$ cat src/rtl/nor_wide_qual.sv
// -----------------------------------------------------------------------------
// nor_wide_qual
//
// Parametrised wide NOR with per-bit mask, registered output and a
// consecutive-sample qualification counter. Intended as a deglitched
// all-zero / idle detector on status buses: ZNQ only asserts once the NOR
// has been true for QUAL consecutive enabled samples, and STICKY latches
// every ZNQ rising event until software clears it.
//
// Parameters:
//   WIDTH  number of NOR inputs (>= 2)
//   QUAL   consecutive enabled true samples required for ZNQ (>= 1)
//   CW     derived width of CNT, $clog2(QUAL+1) (not overridable)
//
// Ports:
//   CLK     in   1      rising-edge clock
//   RN      in   1      synchronous active-low reset (priority over EN, CLR)
//   A       in   WIDTH  NOR data inputs
//   MASK    in   WIDTH  1 = corresponding A bit ignored (forced to 0)
//   EN      in   1      sample enable; 0 = ZN/ZNQ/CNT hold
//   CLR     in   1      synchronous clear of STICKY only
//   ZN      out  1      registered NOR of unmasked inputs
//   ZNQ     out  1      qualified NOR
//   STICKY  out  1      latched ZNQ-rise event
//   CNT     out  CW     current qualification count
//
// All outputs are driven straight from flops.
// -----------------------------------------------------------------------------
module nor_wide_qual #(
  parameter  int WIDTH = 4,
  parameter  int QUAL  = 3,
  localparam int CW    = $clog2(QUAL + 1)
) (
  input  logic             CLK,
  input  logic             RN,
  input  logic [WIDTH-1:0] A,
  input  logic [WIDTH-1:0] MASK,
  input  logic             EN,
  input  logic             CLR,
  output logic             ZN,
  output logic             ZNQ,
  output logic             STICKY,
  output logic [CW-1:0]    CNT
);

  localparam logic [CW-1:0] QUAL_C = CW'(QUAL);
  localparam logic [CW-1:0] ONE_C  = CW'(1);

  // Qualification state is encoded purely by the count; this enum is a
  // decoded view that keeps the next-count logic readable.
  typedef enum logic [1:0] {
    ST_IDLE      = 2'd0,
    ST_COUNT     = 2'd1,
    ST_QUALIFIED = 2'd2
  } state_e;

  logic          r_zn;
  logic          r_znq;
  logic          r_sticky;
  logic [CW-1:0] r_cnt;

  logic          w_raw;
  state_e        w_state;
  logic [CW-1:0] w_cnt_nxt;
  logic          w_qual_nxt;
  logic          w_set;

  // Masked bits are ANDed with 0 before the reduction, so an X on a masked
  // input cannot reach w_raw. All bits masked yields raw = 1.
  assign w_raw = ~|(A & ~MASK);

  always_comb begin
    // NOTE: every combinational output gets a default first so no path
    // through the block leaves it unassigned (which would infer a latch).
    w_state = ST_IDLE;
    if (r_cnt == QUAL_C) begin
      w_state = ST_QUALIFIED;
    end else if (r_cnt != '0) begin
      w_state = ST_COUNT;
    end
  end

  always_comb begin
    w_cnt_nxt = r_cnt;
    if (EN) begin
      if (!w_raw) begin
        w_cnt_nxt = '0;
      end else begin
        unique case (w_state)
          // With QUAL=1 this step lands directly on QUALIFIED.
          ST_IDLE:      w_cnt_nxt = ONE_C;
          ST_COUNT:     w_cnt_nxt = r_cnt + ONE_C;
          ST_QUALIFIED: w_cnt_nxt = QUAL_C;
          default:      w_cnt_nxt = '0;
        endcase
      end
    end
  end

  assign w_qual_nxt = (w_cnt_nxt == QUAL_C);

  // A ZNQ rising edge: this enabled true sample completes qualification
  // and ZNQ is currently low.
  assign w_set = EN & w_raw & w_qual_nxt & ~r_znq;

  always_ff @(posedge CLK) begin
    // NOTE: state flops use non-blocking assignments so every register
    // samples the pre-edge values, independent of statement order.
    if (!RN) begin
      r_zn     <= 1'b0;
      r_znq    <= 1'b0;
      r_sticky <= 1'b0;
      r_cnt    <= '0;
    end else begin
      if (EN) begin
        r_zn  <= w_raw;
        r_znq <= w_qual_nxt;
        r_cnt <= w_cnt_nxt;
      end
      // CLR is honoured regardless of EN; a coincident set wins so no
      // qualification event is lost.
      r_sticky <= w_set | (r_sticky & ~CLR);
    end
  end

  assign ZN     = r_zn;
  assign ZNQ    = r_znq;
  assign STICKY = r_sticky;
  assign CNT    = r_cnt;

endmodule

$ cat config.mk
export PLATFORM = sky130hd
export DESIGN_NAME = nor_wide_qual
export DESIGN_NICKNAME = d
export VERILOG_FILES = /design/src/rtl/nor_wide_qual.sv
export SDC_FILE = /design/constraint.sdc
export NUM_CORES = 1
export LEC_CHECK = 0
export BUFFER_PORTS_ARGS = -buffer_cell sky130_fd_sc_hd__buf_2
export CAP_MARGIN = 30
export CELL_PAD_IN_SITES_DETAIL_PLACEMENT = 1
export CELL_PAD_IN_SITES_GLOBAL_PLACEMENT = 1
export CORE_AREA = 2 2 39 41
export DETAILED_ROUTE_END_ITERATION = 8
export DIE_AREA = 0 0 41 43
export GPL_TIMING_DRIVEN = 0
export PLACE_DENSITY = 0.53
export SYNTH_ARGS = -nofsm -noshare
export SYNTH_HDL_FRONTEND = slang
export SYNTH_SLANG_ARGS = --single-unit
$ cat constraint.sdc
create_clock -name CLK -period 0.8 [get_ports CLK]
set_input_delay 0.04 -clock CLK [delete_from_list [all_inputs] [get_ports CLK]]
set_output_delay 0.04 -clock CLK [all_outputs]
set_load 0.1 [all_outputs]
* Word level (Yosys, flattened, before mapping)
Index checks and enable logic that the tools add are counted.
Word-level totals: memories kept 0, input bits 12, bits in latches 0, ROM bits 0, bits in registers 5, word-level logic and storage cells 27, RAM bits 0, output and inout bits 5
Operators by class: $add $sub $neg 1, bitwise logic cells 9, reduce and logical (&&, ||, !) cells 4, div/mod/pow operators 0, order comparisons 0, equal/unequal tests 4, shifts and indexed selects 0, multiply operators 0, multiplexer cells 5
Operators with widths (number):
- equality test 2 bit, second input constant | 3
- 2-to-1 mux 2 bit | 3
- case mux 2 bit (3 select lines) | 1
- AND 1 bit | 4
- AND 4 bit | 1
- inverter 4 bit | 1
- OR reduction 4 bit | 1
- adder 2 x 1 -> 2 bit, second input constant | 1
- equality test 2 x 1 -> 1 bit, second input constant | 1
- zero test 2 bit | 1
- inverter 1 bit | 2
- nonzero test 2 bit | 1
- zero test 1 bit | 1
- 2-to-1 mux 1 bit | 1
- OR 1 bit | 1

* Logic depth before layout (Yosys ltp)
Gate-level depths: netlist of the first run.
depth in word-level cells 11, depth in mapped cells 3, mapped depth without buffers 3

* Least setup slack after synthesis of the first run
No wires, ideal clock.
kind flip-flop to flip-flop, start point register r_cnt[1], in the netlist CNT[1], end point register r_cnt[0], in the netlist CNT[0], clock period less this slack 1.403 ns, stages on the path, launching flop included 3, setup time 0.085 ns, data required time 0.715 ns, path slack -0.603 ns, path buffers 0, data arrival time 1.318 ns, cells stage by stage dfxtp_1 > nor2b_1 > o31ai_2
On the way: word-level cells in the longest chain between the ends 7, elaborated cells on any way between the ends 10, those cells by class 3 x eq/ne; 5 x mux; 2 x reduce/logical
Ends and longest elaborated chain:
- start: declaration | RTL line 60 | logic [CW-1:0] r_cnt;
- start signal: assignment | RTL line 118 | r_cnt <= w_cnt_nxt;
- nonzero test 2 bit | RTL line 78 | end else if (r_cnt != '0) begin
- 2-to-1 mux 1 bit | RTL line 78
- 2-to-1 mux 2 bit * | RTL line 76 | if (r_cnt == QUAL_C) begin
- equality test 2 bit, or another cell as far along | RTL line 89 | unique case (w_state)
- case mux 2 bit (3 select lines) * | RTL line 89
- 2-to-1 mux 2 bit * | RTL line 86 | if (!w_raw) begin
- 2-to-1 mux 2 bit * | RTL line 85 | if (EN) begin
Every way passes the cells marked *; elsewhere a longest branch is shown, timed or not. A chain may end at the register's enable or synchronous reset.

* Final worst setup path of the first run
start point register r_cnt[1], in the netlist CNT[1], end point output port CNT[1]
RTL lines:
- end: declaration | RTL line 43 | output logic [CW-1:0] CNT
No word-level cell between the ends.

==> flow_summary_export.csv, run 1 <==
group,metric,value,unit
run_status,status,"complete, but fails checks",
run_status,violations,"negative setup slack",
timing,timing.final.crit_share,1.03,
grt,grt_max_degree,9,
logic_synthesis,ys_seq_elements,5,
worst_setup_path,path_delay_family,"flip-flops",
route,antenna_left,0,
route,drc,0,
route,routed_wl,712,um
die,die_h,43,um
cts,hold_buffers,0,
logic_synthesis,synth_edf_count,0,
timing,clock_skew,6.03,ps
timing,hold_viol,0,
grt,gr-usage-met3,0.0157,
route,via_count,272,
timing,maxSlewViolCount,0,
timing,setup_ws,-22.0,ps
die,design.core.area,1380,um2
grt,gr-usage-met1,0.0903,
cts,clockRootBuffer,"clkbuf_4",
timing,fin_hold_ws,63.8,ps
grt,grt_pass1_wl,1230,um
grt,busiest_layer,"met2",
worst_setup_path,cp.buffers_inverters,1,
logic_synthesis,synth_area_leaders,"dfxtp_1 (39%), nand3b_1 (12%), o2111ai_4 (10%)",
worst_setup_path,crit_slowest_cell,"dfxtp_4",
worst_setup_path,worstPathArrival,780,ps
timing,layout_min_cycle_time,822,ps
logic_synthesis,synth_most_common_cell,"dfxtp_1",
die,fp.dieW,41,um
logic_synthesis,synth_top_area_frac,0.390,
die,die-area,1760,um2
cts,insertion_delay,240,ps
cts,cts_max_path_buffers,2,
logic_synthesis,yosys_warnings,0,
place,gp_congestion,0.602,
worst_setup_path,required,760,ps
grt,grtUsageMet2,0.194,
logic_synthesis,syn-num-nets,38,
worst_setup_path,criticalPathCategory,"reg2out",
logic_synthesis,synth.cell_area,256,um2
place,io_buffers,15,
cts,cts.sinks,5,
timing,finalSetupViolCount,5,
route,wl_per_cell,11.5,um
logic_synthesis,synthTopCellsByCount,"dfxtp_1 (5), nand3b_1 (4), o21ai_0 (3)",
min_path,hp-class,"in2reg",
timing,tightest_slew,239,ps
grt,grt_overflow,0,
worst_setup_path,slowest_delay,370,ps
cts,htree_levels,1,
layout,syn2layout_area_growth,89.8,%
worst_setup_path,path_max_fanout,5,
logic_synthesis,avgSynthCellArea,9.87,um2
grt,antenna_found_initial,0,
die,start_util,0.185,
cts,numCtsBuffers,3,
timing,rsz0062_at_grt,"true",
grt,grt_pass1_vias,299,
grt,grtUsageTotal,0.115,
power_and_ir_drop,total_power,0.000717,W
cts,cts_tree,"done",
worst_setup_path,start_kind,"flop",
logic_synthesis,synth-main-ff-cell,"dfxtp_1",
logic_synthesis,yosysSeqAreaShare,0.390,
logic_synthesis,synth_cells,26,
die,rows,14,
timing,timing.fmax,1220,MHz
run,cap_violations,0,
layout,layout.cells.non_filler,62,
logic_synthesis,synth_top_area_cell,"dfxtp_1",
layout,fin_nets,59,
power_and_ir_drop,powerDensity,1470,nW/um2
die,pin_count,17,
layout,drive_above_1_share,0.652,
power_and_ir_drop,p_leak,0.200,nW
route,drtIter0Drc,1,
layout,antenna_cells,0,
timing,timing.setup.tns,-51.7,ps
logic_synthesis,synth_cell_types,15,
place,dp_cells,57,
cts,clkTransAtPathRegs,50,ps
logic_synthesis,synthArstFlopShare,0,
route,drtPass1Iterations,2,
timing,maxSlewHeadroom,0.841,
worst_setup_path,crit_chain,"buf_12",
place,dp_hpwl,567,um
power_and_ir_drop,max-vdd-ir-drop,0.475,mV
route,routed_via_density,4.39,
worst_setup_path,crit_path_end_kind,"output pin",
## cell families (layout without fill, tap and decap cells)
logic type,Yosys count,count (layout),share of synthesized area
simple gates,12,12,0.317
compound gates,7,7,0.259
flops,5,5,0.390
buf+inv,2,22,0.0341
## metrics by stage
step / setup WS, ps / cell area [um2] / utilization
6_report: -22.0 / 487 / 0.352
5_1_grt: -49.0 / 487 / 0.352
4_1_cts: -33.7 / 487 / 0.352
3_5_place_dp: -32.6 / 378 / 0.273
3_3_place_gp: -25.3 / 378 / 0.273
2_1_floorplan: -98.8 / 283 / -
## layout by cell type, fill, tap and decap left out, types with 2 or more instances in the layout
cell      synthesis  final
nand2_1           2      2
dfxtp_4           0      5
buf_12            0      5
buf_2             0     10
nand2b_2          2      2
nand3b_1          4      4
o21ai_0           3      2
clkbuf_4          0      3
## registers in the layout (all words and copies together), names as in the netlist
signal  cells
CNT         2
STICKY      1
ZN          1
ZNQ         1
## layout make-up
cell class / count / area, um2
Sequential cell: 5 / 119
Inverter: 1 / 3.75
Tap cell: 16 / 20.0
Multi-Input combinational cell: 19 / 155
Fill cell: 160 / 897
Clock buffer: 4 / 26.3
Timing Repair Buffer: 16 / 158
Buffer: 1 / 5.00
## worst register-to-register path: cells and delay by family (launching register included)
family          cells  cell delay [ps]
compound gates      1              170
buf+inv             1              120
flops               1              370
simple gates        1               30
## power breakdown
group,switching (W),internal [W]
registers,0.00000983,0.000246
clock network,0.000104,0.000189
logic,0.0000945,0.0000739
total,0.000209,0.000508
## worst paths after layout
path                            startpoint  endpoint  slack [ps]  cells past startpoint
worst min-delay path                   CLR    STICKY          60                      3
worst max-delay path                CNT[1]    CNT[1]         -20                      1
worst max register to register      CNT[1]    CNT[0]          20                      3
worst min register to register      STICKY    STICKY         530                      2
## what timing repair did
action,in CTS,in global routing
buffers inserted,1,0
gates resized for setup,20,1
endpoints found under the setup margin,5,7
cloned,0,0
hold endpoints to repair,0,0
## layer usage
metal,up-vias,share of wire
met4,0,0.038
met1,127,0.29
met5,-,0
met3,2,0.029
li1,136,-
met2,7,0.64
Note: power is estimated with default switching activity, not from simulation.
==> run 2: changes to the inputs <==
--- a/config.mk
+++ b/config.mk
@@ -6,5 +6,5 @@
 export NUM_CORES = 1
 export LEC_CHECK = 0
-export BUFFER_PORTS_ARGS = -buffer_cell sky130_fd_sc_hd__buf_2
+export BUFFER_PORTS_ARGS = -buffer_cell sky130_fd_sc_hd__buf_4
 export CAP_MARGIN = 30
 export CELL_PAD_IN_SITES_DETAIL_PLACEMENT = 1
==> constraint.sdc (replaced) <==
create_clock -name CLK -period 0.8 [get_ports CLK]
set_input_delay 0.16 -clock CLK [delete_from_list [all_inputs] [get_ports CLK]]
set_output_delay 0.16 -clock CLK [all_outputs]
set_load 0.1 [all_outputs]
==> run 2 against run 1 <==
Effect of this change:
- the run still ends with negative setup slack left
- count of clock-buffer cells in the layout unchanged
- worst hold slack gained 67 ps
- worst setup slack worse by 110 ps
- global-route usage down 0.21 points
==> flow_summary_export.csv, run 2 (synthesis gave the netlist of run 1 again) <==
group,metric,value,unit
power_and_ir_drop,p_leak,0.215,nW
die,pin_count,17,
layout,layout_commonest_cell,"buf_4",
layout,fin_nets,60,
route,drc,0,
grt,grt_pass1_vias,288,
layout,final_area,527,um2
place,dp_hpwl,563,um
timing,maxSlewViolCount,0,
power_and_ir_drop,powerDensity,1400,nW/um2
worst_setup_path,required,640,ps
power_and_ir_drop,max-vdd-ir-drop,0.465,mV
die,rows,14,
worst_setup_path,path_delay_family,"flip-flops",
timing,timing.final.crit_share,1.16,
worst_setup_path,cp.buffers_inverters,1,
route,antenna_left,0,
worst_setup_path,reg2regPathDepth,4,
timing,layout_min_cycle_time,931,ps
grt,grt_max_degree,9,
timing,rsz0062_at_grt,"true",
layout,drive_above_1_share,0.660,
worst_setup_path,crit_end,"CNT[0]",
place,io_buffers,15,
timing,tightest_slew,240,ps
cts,cts_tree,"done",
route,routed_via_density,4.32,
worst_setup_path,worst-path-stages,1,
layout,largest_reg_flops,2,
place,placed_cell_area,415,um2
worst_setup_path,cp-startpoint,"CNT[0]",
grt,grt_overflow,0,
grt,antenna_found_initial,0,
worst_setup_path,start_kind,"flop",
timing,clock_skew,4.92,ps
route,wl_per_cell,10.6,um
timing,finalSetupViolCount,7,
route,drtIter0Drc,0,
place,dp_cells,57,
run,cap_violations,0,
die,die-area,1760,um2
layout,layout.cells.non_filler,63,
grt,grt_pass1_wl,1170,um
worst_setup_path,r2r_end,"CNT[1]",
timing,timing.fmax,1070,MHz
cts,clkTransAtPathRegs,50,ps
layout,syn2layout_area_growth,105,%
cts,cts_max_path_buffers,2,
worst_setup_path,path_max_fanout,2,
timing,hold_viol,0,
layout,antenna_cells,0,
cts,clockRootBuffer,"clkbuf_4",
worst_setup_path,crit_path_end_kind,"output pin",
die,die_h,43,um
layout,final_cell_mix,"buf_4 (10), dfxtp_4 (5), buf_12 (5), nand3b_1 (4), clkbuf_4 (3)",
cts,insertion_delay,250,ps
worst_setup_path,slowest_delay,360,ps
die,start_util,0.185,
die,fp.dieW,41,um
timing,maxSlewHeadroom,0.840,
worst_setup_path,criticalPathCategory,"reg2out",
run_status,violations,"negative setup slack",
route,via_count,272,
grt,grtUsageTotal,0.112,
worst_setup_path,rrSetupSlack,-20,ps
route,drtPass1Iterations,1,
worst_setup_path,crit_slowest_cell,"dfxtp_4",
cts,cts.sinks,5,
cts,htree_levels,1,
place,gp_congestion,0.602,
worst_setup_path,worstPathArrival,770,ps
run_status,status,"complete, but fails checks",
min_path,hp-class,"in2reg",
worst_setup_path,reg2reg_from,"CNT[1]",
timing,setup_ws,-131,ps
die,design.core.area,1380,um2
worst_setup_path,crit_chain,"buf_12",
route,routed_wl,670,um
cts,numCtsBuffers,3,
## run 2: through the flow
stage,setup TNS (ps),hold slack [ps],utilization,power (W),setup slack [ps]
after global placement,-135,380,0.300,0.000415,-48.4
final,-676,131,0.381,0.000739,-131
after floorplan,-289,237,-,0.000358,-98.8
after detailed placement,-293,381,0.300,0.000419,-83.8
after CTS,-767,121,0.381,0.000758,-145
after global routing,-921,139,0.381,0.000784,-161
## run 2: area by class of cell
cell class	count	area, um2
multi-input cells	19	155
repair buffers	17	198
well taps	16	20.0
fillers	159	857
inverters	1	3.75
plain buffers	1	5.00
flip-flops and latches	5	119
clock buffers	4	26.3
## run 2: metal layers
metal  vias up  share of wire  global-route usage
li1        135              -                   -
met1       124           0.30              0.0932
met2         9           0.60               0.166
met3         4          0.033              0.0314
met4         0          0.067               0.160
met5         -              0                   0
## run 2: report_power, final
part | total, W | switching (W) | internal [W]
Clock | 0.000296 | 0.000108 | 0.000189
Combinational | 0.000189 | 0.0000955 | 0.0000932
Sequential | 0.000254 | 0.00000814 | 0.000246
## run 2: what timing repair did
action	CTS	global route
setup endpoints to repair	5	8
cloned	0	0
resized for setup	18	0
setup buffers	2	0
hold endpoints to repair	0	0
hold buffers	0	0
## run 2: how the worst min path moves through the flow
stage / start / endpoint / slack [ps] / cells past startpoint
finish: EN / CNT[1] / 130 / 2
global route: EN / CNT[1] / 140 / 2
global placement: EN / CNT[1] / 380 / 2
floorplan: EN / CNT[1] / 240 / 1
detailed placement: EN / CNT[1] / 380 / 2
CTS: EN / CNT[1] / 120 / 2
